<file path="config.mk">
export PLATFORM = sky130hd
export DESIGN_NAME = cache_controller
export DESIGN_NICKNAME = d
export VERILOG_FILES = /design/src/rtl/cache_controller.sv
export SDC_FILE = /design/constraint.sdc
export NUM_CORES = 1
export LEC_CHECK = 0
export BUFFER_PORTS_ARGS = -buffer_cell sky130_fd_sc_hd__buf_2
export CAP_MARGIN = 0
export CORE_MARGIN = 2
export CORE_UTILIZATION = 35
export DETAILED_ROUTE_END_ITERATION = 10
export PLACE_DENSITY_LB_ADDON = 0.12
export SYNTH_ARGS = -nofsm -noshare
export SYNTH_HDL_FRONTEND = slang
export SYNTH_SLANG_ARGS = --single-unit
</file>
<file path="constraint.sdc">
create_clock -name clk -period 5.8 [get_ports clk]
set_clock_uncertainty 0.05 [all_clocks]
set_input_delay 1.45 -clock clk [delete_from_list [all_inputs] [get_ports clk]]
set_output_delay 1.45 -clock clk [all_outputs]
set_load 0.01 [all_outputs]
</file>
<file path="src/rtl/cache_controller.sv">
// cache_controller
// Sequencing controller for a direct-mapped, write-through data cache.
// Owns the tag/valid store, decodes CPU loads/stores into hit/miss, refills
// a full line from main memory on a read miss, and writes every store
// through to memory (updating the data array only when the line is present).
//
// Ports:
//   clk, rst                  clock, synchronous active-low reset
//   cpu_req/we/addr/wdata     CPU request, held until cpu_ready
//   cpu_rdata, cpu_ready      load data and access-complete strobe
//   data_addr/we/wdata/rdata  data-array port, word address {index, offset}
//   mem_req/we/addr/wdata     main-memory request, held until mem_ack
//   mem_rdata, mem_ack        main-memory response
//   hit_count, miss_count     read hit/miss counters (CACHE_STATS_EN only)
//
// Optional feature: define CACHE_STATS_EN to add the hit/miss counters.
module cache_controller #(
  parameter int ADDR_WIDTH      = 32,
  parameter int DATA_WIDTH      = 32,
  parameter int NUM_SETS        = 16,
  parameter int WORDS_PER_BLOCK = 4
) (
  input  logic                                         clk,
  input  logic                                         rst,
  input  logic                                         cpu_req,
  input  logic                                         cpu_we,
  input  logic [ADDR_WIDTH-1:0]                        cpu_addr,
  input  logic [DATA_WIDTH-1:0]                        cpu_wdata,
  output logic [DATA_WIDTH-1:0]                        cpu_rdata,
  output logic                                         cpu_ready,
  output logic [$clog2(NUM_SETS*WORDS_PER_BLOCK)-1:0]  data_addr,
  output logic                                         data_we,
  output logic [DATA_WIDTH-1:0]                        data_wdata,
  input  logic [DATA_WIDTH-1:0]                        data_rdata,
  output logic                                         mem_req,
  output logic                                         mem_we,
  output logic [ADDR_WIDTH-1:0]                        mem_addr,
  output logic [DATA_WIDTH-1:0]                        mem_wdata,
  input  logic [DATA_WIDTH-1:0]                        mem_rdata,
  input  logic                                         mem_ack
`ifdef CACHE_STATS_EN
  ,
  output logic [31:0]                                  hit_count,
  output logic [31:0]                                  miss_count
`endif
);

  localparam int OB = $clog2(WORDS_PER_BLOCK);
  localparam int IB = $clog2(NUM_SETS);
  localparam int TB = ADDR_WIDTH - IB - OB - 2;

  localparam logic [1:0] IDLE   = 2'd0;
  localparam logic [1:0] REFILL = 2'd1;
  localparam logic [1:0] WRITE  = 2'd2;

  localparam logic [OB-1:0] W_LAST = {OB{1'b1}};

  logic [1:0]          state;
  logic [OB-1:0]       w;
  logic [NUM_SETS-1:0] valid;
  logic [TB-1:0]       tag_store [NUM_SETS];

  logic [OB-1:0] offset;
  logic [IB-1:0] index;
  logic [TB-1:0] tag;
  logic          hit;
  logic          refill_done;
  logic          unused_byte_bits;

  assign offset = cpu_addr[OB+1:2];
  assign index  = cpu_addr[OB+IB+1:OB+2];
  assign tag    = cpu_addr[ADDR_WIDTH-1:OB+IB+2];
  assign hit    = valid[index] && (tag_store[index] == tag);
  // Byte lane bits are not used: every access is a full word.
  assign unused_byte_bits = ^cpu_addr[1:0];

  assign refill_done = (state == REFILL) && mem_ack && (w == W_LAST);

  always_comb begin
    cpu_rdata  = '0;
    cpu_ready  = 1'b0;
    data_addr  = {index, offset};
    data_we    = 1'b0;
    data_wdata = '0;
    mem_req    = 1'b0;
    mem_we     = 1'b0;
    mem_addr   = '0;
    mem_wdata  = '0;
    case (state)
      IDLE: begin
        if (cpu_req && !cpu_we && hit) begin
          cpu_ready = 1'b1;
          cpu_rdata = data_rdata;
        end
      end
      REFILL: begin
        mem_req  = 1'b1;
        mem_addr = {tag, index, w, 2'b00};
        if (mem_ack) begin
          data_we    = 1'b1;
          data_addr  = {index, w};
          data_wdata = mem_rdata;
        end
      end
      WRITE: begin
        mem_req   = 1'b1;
        mem_we    = 1'b1;
        mem_addr  = {cpu_addr[ADDR_WIDTH-1:2], 2'b00};
        mem_wdata = cpu_wdata;
        if (mem_ack) begin
          cpu_ready = 1'b1;
          // Write-through with no allocate: only a present line is updated.
          if (hit) begin
            data_we    = 1'b1;
            data_wdata = cpu_wdata;
          end
        end
      end
      default: ;
    endcase
  end

  always_ff @(posedge clk) begin
    if (!rst) begin
      state <= IDLE;
      valid <= '0;
      w     <= '0;
    end else begin
      case (state)
        IDLE: begin
          if (cpu_req) begin
            if (cpu_we) begin
              state <= WRITE;
            end else if (!hit) begin
              state <= REFILL;
              w     <= '0;
            end
          end
        end
        REFILL: begin
          if (mem_ack) begin
            w <= w + 1'b1;
            // Valid is raised only once the whole line has arrived.
            if (w == W_LAST) begin
              valid[index] <= 1'b1;
              state        <= IDLE;
            end
          end
        end
        WRITE: begin
          if (mem_ack) state <= IDLE;
        end
        default: state <= IDLE;
      endcase
    end
  end

  always_ff @(posedge clk) begin
    if (rst && refill_done) tag_store[index] <= tag;
  end

`ifdef CACHE_STATS_EN
  // Set on a miss so the re-evaluated hit that completes it is not counted.
  logic refilled;

  always_ff @(posedge clk) begin
    if (!rst) begin
      hit_count  <= '0;
      miss_count <= '0;
      refilled   <= 1'b0;
    end else if (state == IDLE && cpu_req && !cpu_we) begin
      if (!hit) begin
        refilled <= 1'b1;
        if (miss_count != 32'hFFFF_FFFF) miss_count <= miss_count + 32'd1;
      end else if (refilled) begin
        refilled <= 1'b0;
      end else if (hit_count != 32'hFFFF_FFFF) begin
        hit_count <= hit_count + 32'd1;
      end
    end
  end
`endif

endmodule

</file>
; After elaboration in Yosys (flattened, before gate mapping)
; Memories as Yosys holds them, arrays and structs flattened.
; Index checks and enable logic that the tools add are counted.
[totals]
ff_bits = 20
ramBits = 384
in_bits = 133
out_inout_bits = 138
word_cells = 69
mem_count = 1
[op_classes]
addsub = 1
n_lt_le_gt_ge = 2
eq_ne = 11
n_mux = 36
n_bitwise = 1
reduce_logical = 14
[mem_list]
columns = name, depth, width, rd, rd_ports_with_merged_regs, wr, line_no
row1 = tag_store, 16, 24, 1, 0, 1, 61  ; logic [TB-1:0] tag_store [NUM_SETS];
[ops]
columns = operator, count
row1 = $mux W32, 6
row2 = $pmux W32 S2, 2
row3 = $eq A24 B24 Y1, 1
row4 = $mux W2, 12
row5 = $or A16 B16 Y16, 1
row6 = $mux W1, 10
row7 = $ne A2 B2 Y1 const B, 5
row8 = $reduce_and A5 Y1, 2
row9 = $logic_and A1 B1 Y1, 7
row10 = $pmux W2 S3, 1
row11 = $lt A4 B5 Y1 const B, 1
row12 = $bmux W1 S4, 1
row13 = $demux W1 S4, 1
row14 = $eq A2 B2 Y1 const B, 2
row15 = $ge A4 B1 Y1 const B, 1
row16 = $pmux W1 S2, 2
row17 = $pmux W2 S2, 1
row18 = $ne A3 B3 Y1 const B, 1
row19 = $reduce_and A3 Y1, 1
row20 = $add A2 B1 Y2 const B, 1
row21 = $eq A2 B1 Y1 const B, 1
row22 = $logic_not A2 Y1, 1
row23 = $ne A2 B1 Y1 const B, 1
row24 = $reduce_bool A2 Y1, 1
row25 = other kinds (2), 2

; Depth between registers and ports, before layout
[depth]
ltp_word = 7
ltp_mapped = 15
ltp_nobuf = 9

; Worst setup path after synthesis
; OpenSTA, ideal clock, no wires.
[synth_timing]
path_kind = in2out
from = input port cpu_addr[4]
to = output port data_wdata[0]
arrival_ns = 4.154
required_ns = 4.300
slack_ns = 0.146
cell_stages = 11
path_buffers = 3
path_cell_list = buf_6 buf_4 mux2i_1 a221oi_1 mux2_2 or4_1 nor4_2 nand3_2 or2_4 buf_6 o21ai_2
[synth_via]
elab_chain_len = 6
word_cells_on_any_way = 8
cone_classes = 1 x eq/ne / 5 x mux / 1 x reduce/logical / 1 x memory
[synth_rtl]
columns = element, line_no
row1 = start: declaration, 27  ; input logic [ADDR_WIDTH-1:0] cpu_addr,
row2 = $mem_v2 Z16 W24 or $bmux W1 S4 (tied branches), -
row3 = $eq A24 B24 Y1 or $mux W1 (tied branches), 73  ; assign hit = valid[index] && (tag_store[index] == tag);
row4 = $logic_and A1 B1 Y1 (*), 73
row5 = $mux W32 (*), 113  ; if (hit) begin
row6 = $mux W32 (*), 110  ; if (mem_ack) begin
row7 = $pmux W32 S2 (*), 89  ; case (state)
row8 = end: declaration, 33  ; output logic [DATA_WIDTH-1:0] data_wdata,
; Every way passes the cells marked *; elsewhere a longest branch is shown, timed or not. The select of a mux whose other input is x is not followed.

; Worst setup path in the final report
[layout_timing]
from = input port cpu_addr[4]
to = output port data_wdata[4]
; Same word-level chain as after synthesis.

==> implementation parameters <==
Parameter                              Value

Drt
  DR vias/cell ... 5.08
  Detail-routed net length per standard cell ... between 20 and 25 um
  Detailed-route wire length ... just over 50000 um
  Count of routing violations after the opening detailed-route iteration ... 572
  Residual antenna-violating net count after detailed routing ... 0
  DR DRC count ... 0
  DRT Pass-1 Iters ... 5
  Vias post-DR ... about 11000

Pwr
  Int Power ... roughly 5.0 mW
  Reg power frac ... roughly half
  Switching Share ... between 20% and 30%
  Areal power density over the cells ... 297 nW/um2
  Clock share of power ... ~40%
  VDD IR-drop max ... about 0.18 mV
  PnR Total Power ... 6.56 mW
  Gate power share ... between 10% and 20%
  Reported net switching power ... 1.52 mW
  Reported leakage power ... 8.57 nW

Clocking
  Clock sink count ... 404
  H-tree levels ... 2
  Number of CTS-inserted buffers ... between 40 and 50
  Library cell used as clock root buffer ... clkbuf_16
  Register clock-pin slew on the reported worst setup and hold paths ... ~0.06 ns
  Clk Latency, worst-skew pair ... ~0.56 ns
  Worst-case clock buffer depth ... 3
  CTS tree ... built
  Number of hold-repair buffers added at the cts stage ... 0

Floorplan
  Number of primary I/O pins ... ~270
  Core ar. ... between 40000 and 50000 um2
  Die outline area ... between 50000 and 60000 um2
  Die height ... about 230 um
  Num rows ... 81
  Effective utilization at floorplan ... a little over a third
  Die extent in x ... about 230 um

Critical path
  Crit-path max FO ... 9
  Data arrival time at the worst-slack endpoint ... approximately 4.5 ns
  Required time of the critical path ... approximately 4.3 ns
  Kind of end point of the critical path ... output pin
  Critical path startpoint category ... input pin
  Setup CP Type ... input pin to output pin

Timing
  Fmax ... 166 MHz
  Relative slew slack ... 22.2%
  Shortest period the worst path allows ... 6.02 ns
  Setup repair after global routing missed its margin ... true
  Number of pins with negative max-slew slack in the final report ... 0
  Worst Hold Slack ... ~0.4 ns
  Count of final setup violators ... 65
  Transition time at the pin with the least slew margin ... between 1 and 1.5 ns
  Count of endpoints failing hold in the final timing report ... 0
  Ratio of final minimum period to clock period ... 104%
  Worst Slack Setup Final ... -0.224 ns

Global routing
  Number of global-route vias before repair ... approximately 11000
  Pin count of the biggest net entering global routing ... 39
  Initial antenna violation count ... 2
  Global-route total usage across every layer ... roughly 19%
  Wire length of the first global-routing pass ... about 71000 um
  Congestion Overflow GR ... 0

Synth
  Number of enable-type register cells in the synthesized netlist ... 384
  Share of synthesized area occupied by flip-flops and latches ... 68.2%
  Post-Synthesis Mean Instance Area ... around 16 um2
  Count of mapped cells out of synthesis ... around 1100
  Flops & latches, synth ... slightly above 400
  Portion of synthesized cell area occupied by the leading cell type ... between 60% and 70%
  Main flop type after synthesis ... edfxtp_1
  Post-synthesis cell type count ... 66
  Top cell type by total area after synthesis ... edfxtp_1
  Asr flop ratio synth ... 0%
  Synthesis Warnings ... 0
  Cell area after technology mapping ... roughly 17000 um2
  Top area cells in the synthesized netlist ... edfxtp_1 66%, mux4_2 9.4%, mux2i_1 3.7%

Finish
  Area Overhead vs Synth ... 26.2%
  Proportion of layout cells with a drive suffix above 1 ... 40.9%
  Final core utilization ... between 40 and 50%
  Filler cell count ... 4388
  Post-layout nets ... 1588
  Final non-filler cell area ... roughly 22000 um2
  Non-filler cells, final ... 2149

Run status
  Failing checks ... negative setup slack
  Outcome ... complete, but fails checks

Place
  Number of placed instances with taps included ... approximately 2100
  Dpl hpwl ... around 33000 um
  IO Port Bufs ... 266
  Instance area at placement ... 20500 um2
  Weighted congestion at the end of routability-driven global placement ... 0.789

Min path
  Worst hold path type ... flop to flop

Flow run
  Max-cap violations ... 0
==> per-layer routing <==
| metal | routed length [um] | part of all wire, % | track usage (%) | up-vias |
|---|---|---|---|---|
| met4 | 1310 | 2.6 | 6.73 | 2 |
| li1 | - | - | - | 4893 |
| met2 | 24400 | 48 | 32.4 | 347 |
| met1 | 22100 | 44 | 25.7 | 5591 |
| met5 | 8 | 0.016 | 0 | - |
| met3 | 2460 | 4.9 | 2.83 | 76 |
==> final cells by class <==
cell class	instances	area [um2]	share of cell area (%)
clock inverter	22	176	0.799
inverter	47	176	0.799
timing repair buffer	397	2590	11.7
multi-input combinational	557	5200	23.5
antenna	1	2.50	0.0113
sequential	404	11900	54.0
tap	664	831	3.76
clock buffer	57	1170	5.30
==> power groups by stage <==
stage | clock, mW | sequential (mW) | combinational (mW)
6_report | 2.66 | 3.20 | 0.700
5_1_grt | 2.85 | 3.20 | 0.764
4_1_cts | 2.73 | 3.20 | 0.711
3_5_place_dp | 0 | 3.26 | 0.692
3_3_place_gp | 0 | 3.26 | 0.688
2_1_floorplan | 0 | 3.26 | 0.356
==> cells in the mapped netlist, drive strengths merged (12+ instances only) <==
cell type,number
a22o,12
nand2,99
edfxtp,384
o21ai,44
clkbuf,24
dfxtp,20
buf,40
mux4,73
a221oi,14
and2,64
inv,46
xnor2,15
a21o,17
mux2i,65
xor2,12
nor2,31
a22oi,13
==> registers in the layout, summed over array words and instances (netlist names) <==
register,flops
valid,16
state,2
w,2
tag_store,384
==> path summary, 6_finish.rpt <==
| check | start | to | slack, ns | depth (start not counted) |
|---|---|---|---|---|
| setup reg to reg | tag_store[6][3] | w[0] | 2.64 | 13 |
| hold / removal | valid[14] | valid[14] | 0.40 | 1 |
| setup / recovery | cpu_addr[4] | data_wdata[4] | -0.22 | 15 |
| hold reg to reg | valid[14] | valid[14] | 0.40 | 1 |
==> critical path: stages <==
cell,delay [ns]
clkbuf_16,0.14
buf_12,0.15
buf_6,0.14
mux4_2,0.36
o22ai_1,0.12
nor3_1,0.21
a41oi_2,0.19
or4_4,0.48
nor4_2,0.24
buf_4,0.18
nand3_2,0.08
or2_4,0.32
buf_12,0.17
o21ai_2,0.13
buf_2,0.14
==> repair_timing <==
item | 4_1_cts | 5_1_grt
setup buffers | 6 | 0
resized for setup | 24 | 5
pin swaps | 9 | 8
hold endpoints to repair | 0 | 0
gates cloned | 2 | 0
setup endpoints to repair | 66 | 66
==> layout by cell type (no fill, tap or decap), types with 3 or more instances in the layout <==
cell	instances
a22o_1	12
nand4_1	4
nand2b_1	4
inv_1	45
clkinv_1	14
nor2_1	14
a21oi_1	10
bufinv_16	3
nor2b_1	7
clkbuf_1	12
xnor2_1	13
ha_1	4
and2_1	64
mux2i_1	62
buf_12	17
nand3_1	6
nor2_4	17
buf_2	263
o22ai_1	4
clkinv_2	4
xor2_1	12
a221oi_1	9
a32oi_1	3
mux2_2	9
nor3_1	4
a22oi_1	13
clkbuf_16	46
o21ai_0	12
mux2i_2	3
a221oi_2	5
mux4_2	73
edfxtp_1	384
nand2_1	99
a21o_1	17
dfxtp_1	20
o21ai_2	30
buf_4	111
==> metrics by stage <==
| step | setup TNS, ns | setup slack, ns |
|---|---|---|
| CTS | -12.33 | -0.232 |
| detailed placement | -25.87 | -0.427 |
| global placement | -25.07 | -0.419 |
| global route | -21.57 | -0.365 |
| finish | -11.65 | -0.224 |
| floorplan | 0 | 0.146 |
==> kinds of logic after synthesis <==
logic type	after synthesis	share of synthesized area [%]
AO/OA/AOI/OAI	144	6.47
XOR/XNOR	27	1.35
adder cells (fa/ha/maj)	4	0.286
buffers and inverters	111	3.38
flip-flops	404	68.2
multiplexers	149	13.8
other	1	0.0214
AND/OR/NAND/NOR	231	6.43
(Power assumes the default switching activity.)
